[src/rtl/ws2812_pkg.sv]
// Shared WS2812B definitions: bit-generator state encoding, 100 MHz timing defaults
// and frame geometry used by the bit generator, rotation counter and bit register.
package ws2812_pkg;

   typedef enum logic [1:0] {
      ST_IDLE,
      ST_HIGH,
      ST_LOW,
      ST_LATCH
   } state_t;

   localparam int unsigned CLK_MHZ  = 100;
   localparam int unsigned T0H_NS   = 400;
   localparam int unsigned T1H_NS   = 800;
   localparam int unsigned BIT_NS   = 1250;
   localparam int unsigned LATCH_NS = 50_000;

   function automatic int unsigned ns_to_cycles(input int unsigned ns);
      return (ns * CLK_MHZ) / 1000;
   endfunction

   localparam int unsigned T0H_CYCLES_DEF   = ns_to_cycles(T0H_NS);
   localparam int unsigned T1H_CYCLES_DEF   = ns_to_cycles(T1H_NS);
   localparam int unsigned BIT_CYCLES_DEF   = ns_to_cycles(BIT_NS);
   localparam int unsigned LATCH_CYCLES_DEF = ns_to_cycles(LATCH_NS);
   localparam int unsigned CNT_W_DEF        = 13;

   localparam int unsigned BITS_PER_LED = 24;
   localparam int unsigned LED_COUNT    = 4;
   localparam int unsigned FRAME_BITS   = BITS_PER_LED * LED_COUNT;

endpackage

[src/rtl/ws2812_phase_timer.sv]
// Loadable phase counter; flags when the count equals the terminal value
// selected by the owning FSM for the current phase.
module ws2812_phase_timer
   import ws2812_pkg::*;
#(
   parameter int unsigned CNT_W = CNT_W_DEF
) (
   input  logic             clk,
   input  logic             reset,
   input  logic             load,
   input  logic [CNT_W-1:0] terminal,
   output logic             done
);

   logic [CNT_W-1:0] count;

   always_ff @(posedge clk or posedge reset) begin
      if (reset) begin
         count <= '0;
      end else if (load) begin
         count <= '0;
      end else begin
         count <= count + CNT_W'(1);
      end
   end

   assign done = (count == terminal);

endmodule

[src/rtl/ws2812_bit_gen.sv]
// WS2812B single-wire bit generator: emits one high/low bit per start, pulses
// genDone at each bit end and after the frame latch low period.
module ws2812_bit_gen
   import ws2812_pkg::*;
#(
   parameter int unsigned T0H_CYCLES   = T0H_CYCLES_DEF,
   parameter int unsigned T1H_CYCLES   = T1H_CYCLES_DEF,
   parameter int unsigned BIT_CYCLES   = BIT_CYCLES_DEF,
   parameter int unsigned LATCH_CYCLES = LATCH_CYCLES_DEF,
   parameter int unsigned CNT_W        = CNT_W_DEF
) (
   input  logic clk,
   input  logic reset,
   input  logic sendEn,
   input  logic dataBit,
   input  logic frameDone,
   output logic dout,
   output logic genDone,
   output logic busy
);

   if (T0H_CYCLES == 0 || T0H_CYCLES >= BIT_CYCLES - 1 ||
       T1H_CYCLES == 0 || T1H_CYCLES >= BIT_CYCLES - 1 ||
       LATCH_CYCLES == 0 ||
       longint'(LATCH_CYCLES) > (longint'(1) << CNT_W)) begin : g_bad_params
      $error("ws2812_bit_gen: illegal timing parameters for CNT_W");
   end

   // LOW lasts BIT-TH-1 cycles so HIGH + LOW + the IDLE start cycle make one bit period
   localparam logic [CNT_W-1:0] T0H_TERM   = CNT_W'(T0H_CYCLES - 1);
   localparam logic [CNT_W-1:0] T1H_TERM   = CNT_W'(T1H_CYCLES - 1);
   localparam logic [CNT_W-1:0] T0L_TERM   = CNT_W'(BIT_CYCLES - T0H_CYCLES - 2);
   localparam logic [CNT_W-1:0] T1L_TERM   = CNT_W'(BIT_CYCLES - T1H_CYCLES - 2);
   localparam logic [CNT_W-1:0] LATCH_TERM = CNT_W'(LATCH_CYCLES - 1);

   state_t           state;
   state_t           state_next;
   logic             bit_reg;
   logic             bit_load;
   logic             cnt_load;
   logic             cnt_done;
   logic [CNT_W-1:0] cnt_term;

   ws2812_phase_timer #(
      .CNT_W (CNT_W)
   ) u_timer (
      .clk      (clk),
      .reset    (reset),
      .load     (cnt_load),
      .terminal (cnt_term),
      .done     (cnt_done)
   );

   always_ff @(posedge clk or posedge reset) begin
      if (reset) begin
         state   <= ST_IDLE;
         bit_reg <= 1'b0;
         dout    <= 1'b0;
      end else begin
         state <= state_next;
         dout  <= (state_next == ST_HIGH);
         if (bit_load) begin
            bit_reg <= dataBit;
         end
      end
   end

   always_comb begin
      state_next = state;
      cnt_load   = 1'b0;
      bit_load   = 1'b0;
      cnt_term   = '0;
      case (state)
         ST_IDLE: begin
            cnt_load = 1'b1;
            if (frameDone) begin
               state_next = ST_LATCH;
            end else if (sendEn) begin
               state_next = ST_HIGH;
               bit_load   = 1'b1;
            end
         end
         ST_HIGH: begin
            cnt_term = bit_reg ? T1H_TERM : T0H_TERM;
            if (cnt_done) begin
               state_next = ST_LOW;
               cnt_load   = 1'b1;
            end
         end
         ST_LOW: begin
            cnt_term = bit_reg ? T1L_TERM : T0L_TERM;
            if (cnt_done) begin
               state_next = ST_IDLE;
               cnt_load   = 1'b1;
            end
         end
         ST_LATCH: begin
            cnt_term = LATCH_TERM;
            if (cnt_done) begin
               state_next = ST_IDLE;
               cnt_load   = 1'b1;
            end
         end
         default: begin
            state_next = ST_IDLE;
            cnt_load   = 1'b1;
         end
      endcase
   end

   assign genDone = cnt_done && ((state == ST_LOW) || (state == ST_LATCH));
   assign busy    = (state != ST_IDLE);

endmodule

[config.mk]
export PLATFORM = sky130hd
export DESIGN_NAME = ws2812_bit_gen
export DESIGN_NICKNAME = d
export VERILOG_FILES = /design/src/rtl/ws2812_pkg.sv /design/src/rtl/ws2812_phase_timer.sv /design/src/rtl/ws2812_bit_gen.sv
export SDC_FILE = /design/constraint.sdc
export NUM_CORES = 1
export LEC_CHECK = 0
export CORE_MARGIN = 2
export CORE_UTILIZATION = 35
export DETAILED_ROUTE_END_ITERATION = 12
export GPL_ROUTABILITY_DRIVEN = 0
export PLACE_DENSITY_LB_ADDON = 0.08
export SETUP_SLACK_MARGIN = 0.15
export SYNTH_ARGS = -nofsm -noshare
export SYNTH_HDL_FRONTEND = slang
export SYNTH_SLANG_ARGS = --single-unit
[constraint.sdc]
create_clock -name clk -period 2.8 [get_ports clk]
set_input_delay 0.7 -clock clk [delete_from_list [all_inputs] [get_ports clk]]
set_output_delay 0.7 -clock clk [all_outputs]
set_load 0.03 [all_outputs]
==> results of run 1 <==
worst max-delay path, stage by stage, from the launching register on:
cell and delay (ps):
dfrtp_2 460, or3b_4 430, a21oi_1 170, o221ai_2 150, or4_4 450, inv_2 70
buf_6 120
cells by family (layout without fill, tap and decap cells):
kind of cell               after synthesis  after routing
adders and majority gates                1              1
AOI/OAI and AO/OA                       15             15
muxes                                    1              1
buffers and inverters                   12             26
and+or+nand+nor                         46             46
xor gates and xnor gates                12             12
DFF                                     17             17
layout make-up:
class | instances | area share [%]
multi-input cells | 75 | 46.7
well taps | 31 | 3.18
clock buffers | 3 | 1.84
repair buffers | 15 | 10.6
inverters | 7 | 2.15
flip-flops and latches | 17 | 35.1
clock inverters | 1 | 0.410
where the power goes:
| group | internal (mW) | leakage, nW | switching, mW |
|---|---|---|---|
| combinational | 0.212 | 0.287 | 0.216 |
| sequential | 0.313 | 0.212 | 0.0791 |
| clock | 0.0532 | 0.0177 | 0.0846 |
how the worst min path moves through the flow:
stage,startpoint,end,slack [ps]
after global routing,u_timer.count[0]$_DFF_PP0_,u_timer.count[0]$_DFF_PP0_,580
after detailed placement,u_timer.count[0]$_DFF_PP0_,u_timer.count[0]$_DFF_PP0_,540
after CTS,u_timer.count[0]$_DFF_PP0_,u_timer.count[0]$_DFF_PP0_,560
final,u_timer.count[0]$_DFF_PP0_,u_timer.count[0]$_DFF_PP0_,550
after floorplan,u_timer.count[0]$_DFF_PP0_,u_timer.count[0]$_DFF_PP0_,490
after global placement,u_timer.count[0]$_DFF_PP0_,u_timer.count[0]$_DFF_PP0_,520
placed cells by master, fill, tap and decap left out, drive strengths merged, types with 2 or more instances in the layout:
| master | Yosys | layout |
|---|---|---|
| inv | 7 | 7 |
| nor2b | 2 | 2 |
| nand3 | 5 | 5 |
| nor3 | 3 | 3 |
| or3b | 2 | 2 |
| and3 | 3 | 3 |
| and3b | 2 | 2 |
| a21oi | 2 | 2 |
| o31ai | 3 | 3 |
| nand2 | 3 | 3 |
| clkdlybuf4s50 | 0 | 6 |
| xnor2 | 7 | 7 |
| nor2 | 15 | 15 |
| dfrtp | 17 | 17 |
| buf | 3 | 8 |
| xor2 | 5 | 5 |
| clkbuf | 2 | 4 |
synth_stat cells, types with 2 or more instances:
| library cell | count |
|---|---|
| nand3_1 | 5 |
| xor2_1 | 5 |
| o31ai_2 | 3 |
| xnor2_1 | 7 |
| nor3_1 | 3 |
| a21oi_1 | 2 |
| buf_4 | 3 |
| nor2_1 | 15 |
| and3_1 | 3 |
| nand2_1 | 3 |
| inv_1 | 7 |
| clkbuf_1 | 2 |
| nor2b_1 | 2 |
| and3b_1 | 2 |
| dfrtp_1 | 17 |
layer usage:
metal  share of wire, %  routed length, microns
met2                 50                    1060
met1                 46                     994
met3                2.9                      62
met5                  0                       0
met4                1.3                      27
through the flow:
step	util, %	power [mW]	setup slack, ps	instance area [sq um]
2_1_floorplan	-	0.675	188	1020
3_3_place_gp	40.7	0.762	195	1120
3_5_place_dp	40.7	0.771	140	1120
4_1_cts	43.3	0.949	-72.9	1190
5_1_grt	44.3	1.04	-120	1220
6_report	44.3	0.959	-31.6	1220
what timing repair did:
| item | CTS | global route |
|---|---|---|
| setup buffers | 4 | 0 |
| endpoints found under the hold margin | 0 | 0 |
| setup endpoints to repair | 1 | 1 |
| pin swaps | 4 | 3 |
| resized for setup | 6 | 5 |
==> impl_metrics.json, run 1 <==
{
  "outcome": "finished with violations",
  "violations": "negative setup slack",
  "drive_above_1_share_pct": 28.0,
  "fillers": 282,
  "clkSinkCount": 17,
  "yosys-top-cells-area": "dfrtp_1, xnor2_1, nor2_1, xor2_1, o31ai_2",
  "min_period_ps": 2830,
  "start_kind": "register",
  "skew_ps": 1.55,
  "synth_top_cell_by_area": "dfrtp_1",
  "synthMuxAreaShare_pct": 1.11,
  "grt_overflow": 0,
  "syn_to_final_growth_pct": 20.0,
  "grt_use_met1_pct": 18.8,
  "antenna_found_initial": 0,
  "worst_slack_ps": -31.6,
  "timing.final.max_slew_violations": 0,
  "drt_iter0_drc": 18,
  "wl_mm": 2.15,
  "ys_seq_elements": 17,
  "p_leak_nw": 0.517,
  "synth-compound-area-share_pct": 14.1,
  "cts_tree": "done",
  "cp_data_required_time_ps": 2100,
  "cp_max_fo": 6,
  "grtUsageMet3_pct": 3.57,
  "portBuffers": 7,
  "nets": 125,
  "crit_path_end_kind": "output port",
  "drc": 0,
  "crit_type": "reg2out",
  "fp.dieW_microns": 57.9,
  "hold_violations": 0,
  "core_region_area_sq_um": 2760,
  "cap_viol_max_count": 0,
  "hold_path_class": "reg2reg",
  "ys_seq_area_share_pct": 41.8,
  "grt_pass1_vias": 787,
  "max-vdd-ir-drop_uv": 405,
  "root_buffer": "clkbuf_4",
  "io_pins": 8,
  "grt_max_degree": 18,
  "top_register": "u_timer.count",
  "multi_input_area_sq_um": 571,
  "regArea_sq_um": 429,
  "largest_register_ffs": 13,
  "placedCellCount": 141,
  "num_vias": 791,
  "synth_cell_types": 40,
  "synth-xor-area-share_pct": 10.3,
  "worstMarginPinSlew_ps": 679,
  "maxSlewHeadroom_pct": 54.7,
  "p_per_area_nw_per_um2": 785,
  "ff2ff_setup_slack_ps": 900,
  "postRouteAntennaNets": 0,
  "rsz0062_at_grt": "yes",
  "synth_top_family_by_area": "simple AND/OR/NAND/NOR gates",
  "stdcell_count": 149,
  "ctsHoldBuffers": 0,
  "worst_ep_arrival_time_ps": 2130,
  "grt_first_pass_wirelength_mm": 3.65,
  "dpl.hpwl_mm": 1.52,
  "antenna_cells": 0,
  "numCtsBuffers": 3,
  "floorplan.initialDensity_pct": 36.9,
  "busiest_layer": "met2",
  "crit_start": "state[0]$_DFF_PP0_",
  "syn_area_per_cell_sq_um": 9.78,
  "wl_per_cell_microns": 14.4,
  "die_y_microns": 57.9,
  "yosys_most_used_dff": "dfrtp_1",
  "timing.rr.end": "u_timer.count[5]$_DFF_PP0_",
  "netlist.area_leader.share_pct": 41.8,
  "setup_viol": 1,
  "period_share_pct": 101,
  "reg2reg_from": "state[0]$_DFF_PP0_",
  "min_path_cells": 1,
  "synthArstFlopShare_pct": 100,
  "core.rowCount": 19,
  "grtUsageTotal_pct": 14.5,
  "fmax_ghz": 0.353,
  "syn_nets": 110,
  "use_met2_pct": 23.5,
  "vias_per_cell": 5.31,
  "cp-endpoint": "genDone",
  "holdWs_ps": 554,
  "synth_edf_count": 0,
  "synth_cells": 104,
  "ys_warn_count": 0,
  "syn_area_sq_um": 1020,
  "ctsLongestPathBuffers": 2,
  "reg.largest.list": "u_timer.count (13), state (2)",
  "die-area_sq_um": 3350,
  "cts.htree.levels": 1,
  "clk_pin_slew_worst_paths_ps": 110,
  "insertion_delay_ps": 300,
  "tns_ps": -31.6,
  "synth_adder_area_share_pct": 1.23,
  "yosys.area_share.simple_pct": 25.8,
  "r2r_cells": 7,
  "drt_first_pass_iters": 4
}
Power figures use the tool's default switching activity.
==> inputs of run 2 (changes only) <==
--- a/config.mk
+++ b/config.mk
@@ -11,6 +11,7 @@
 export GPL_ROUTABILITY_DRIVEN = 0
 export PLACE_DENSITY_LB_ADDON = 0.08
 export SETUP_SLACK_MARGIN = 0.15
+export SKIP_LAST_GASP = 1
 export SYNTH_ARGS = -nofsm -noshare
 export SYNTH_HDL_FRONTEND = slang
 export SYNTH_SLANG_ARGS = --single-unit
==> results of run 2 <==
No change in the layout: final DEF, timing and power equal those of run 1.
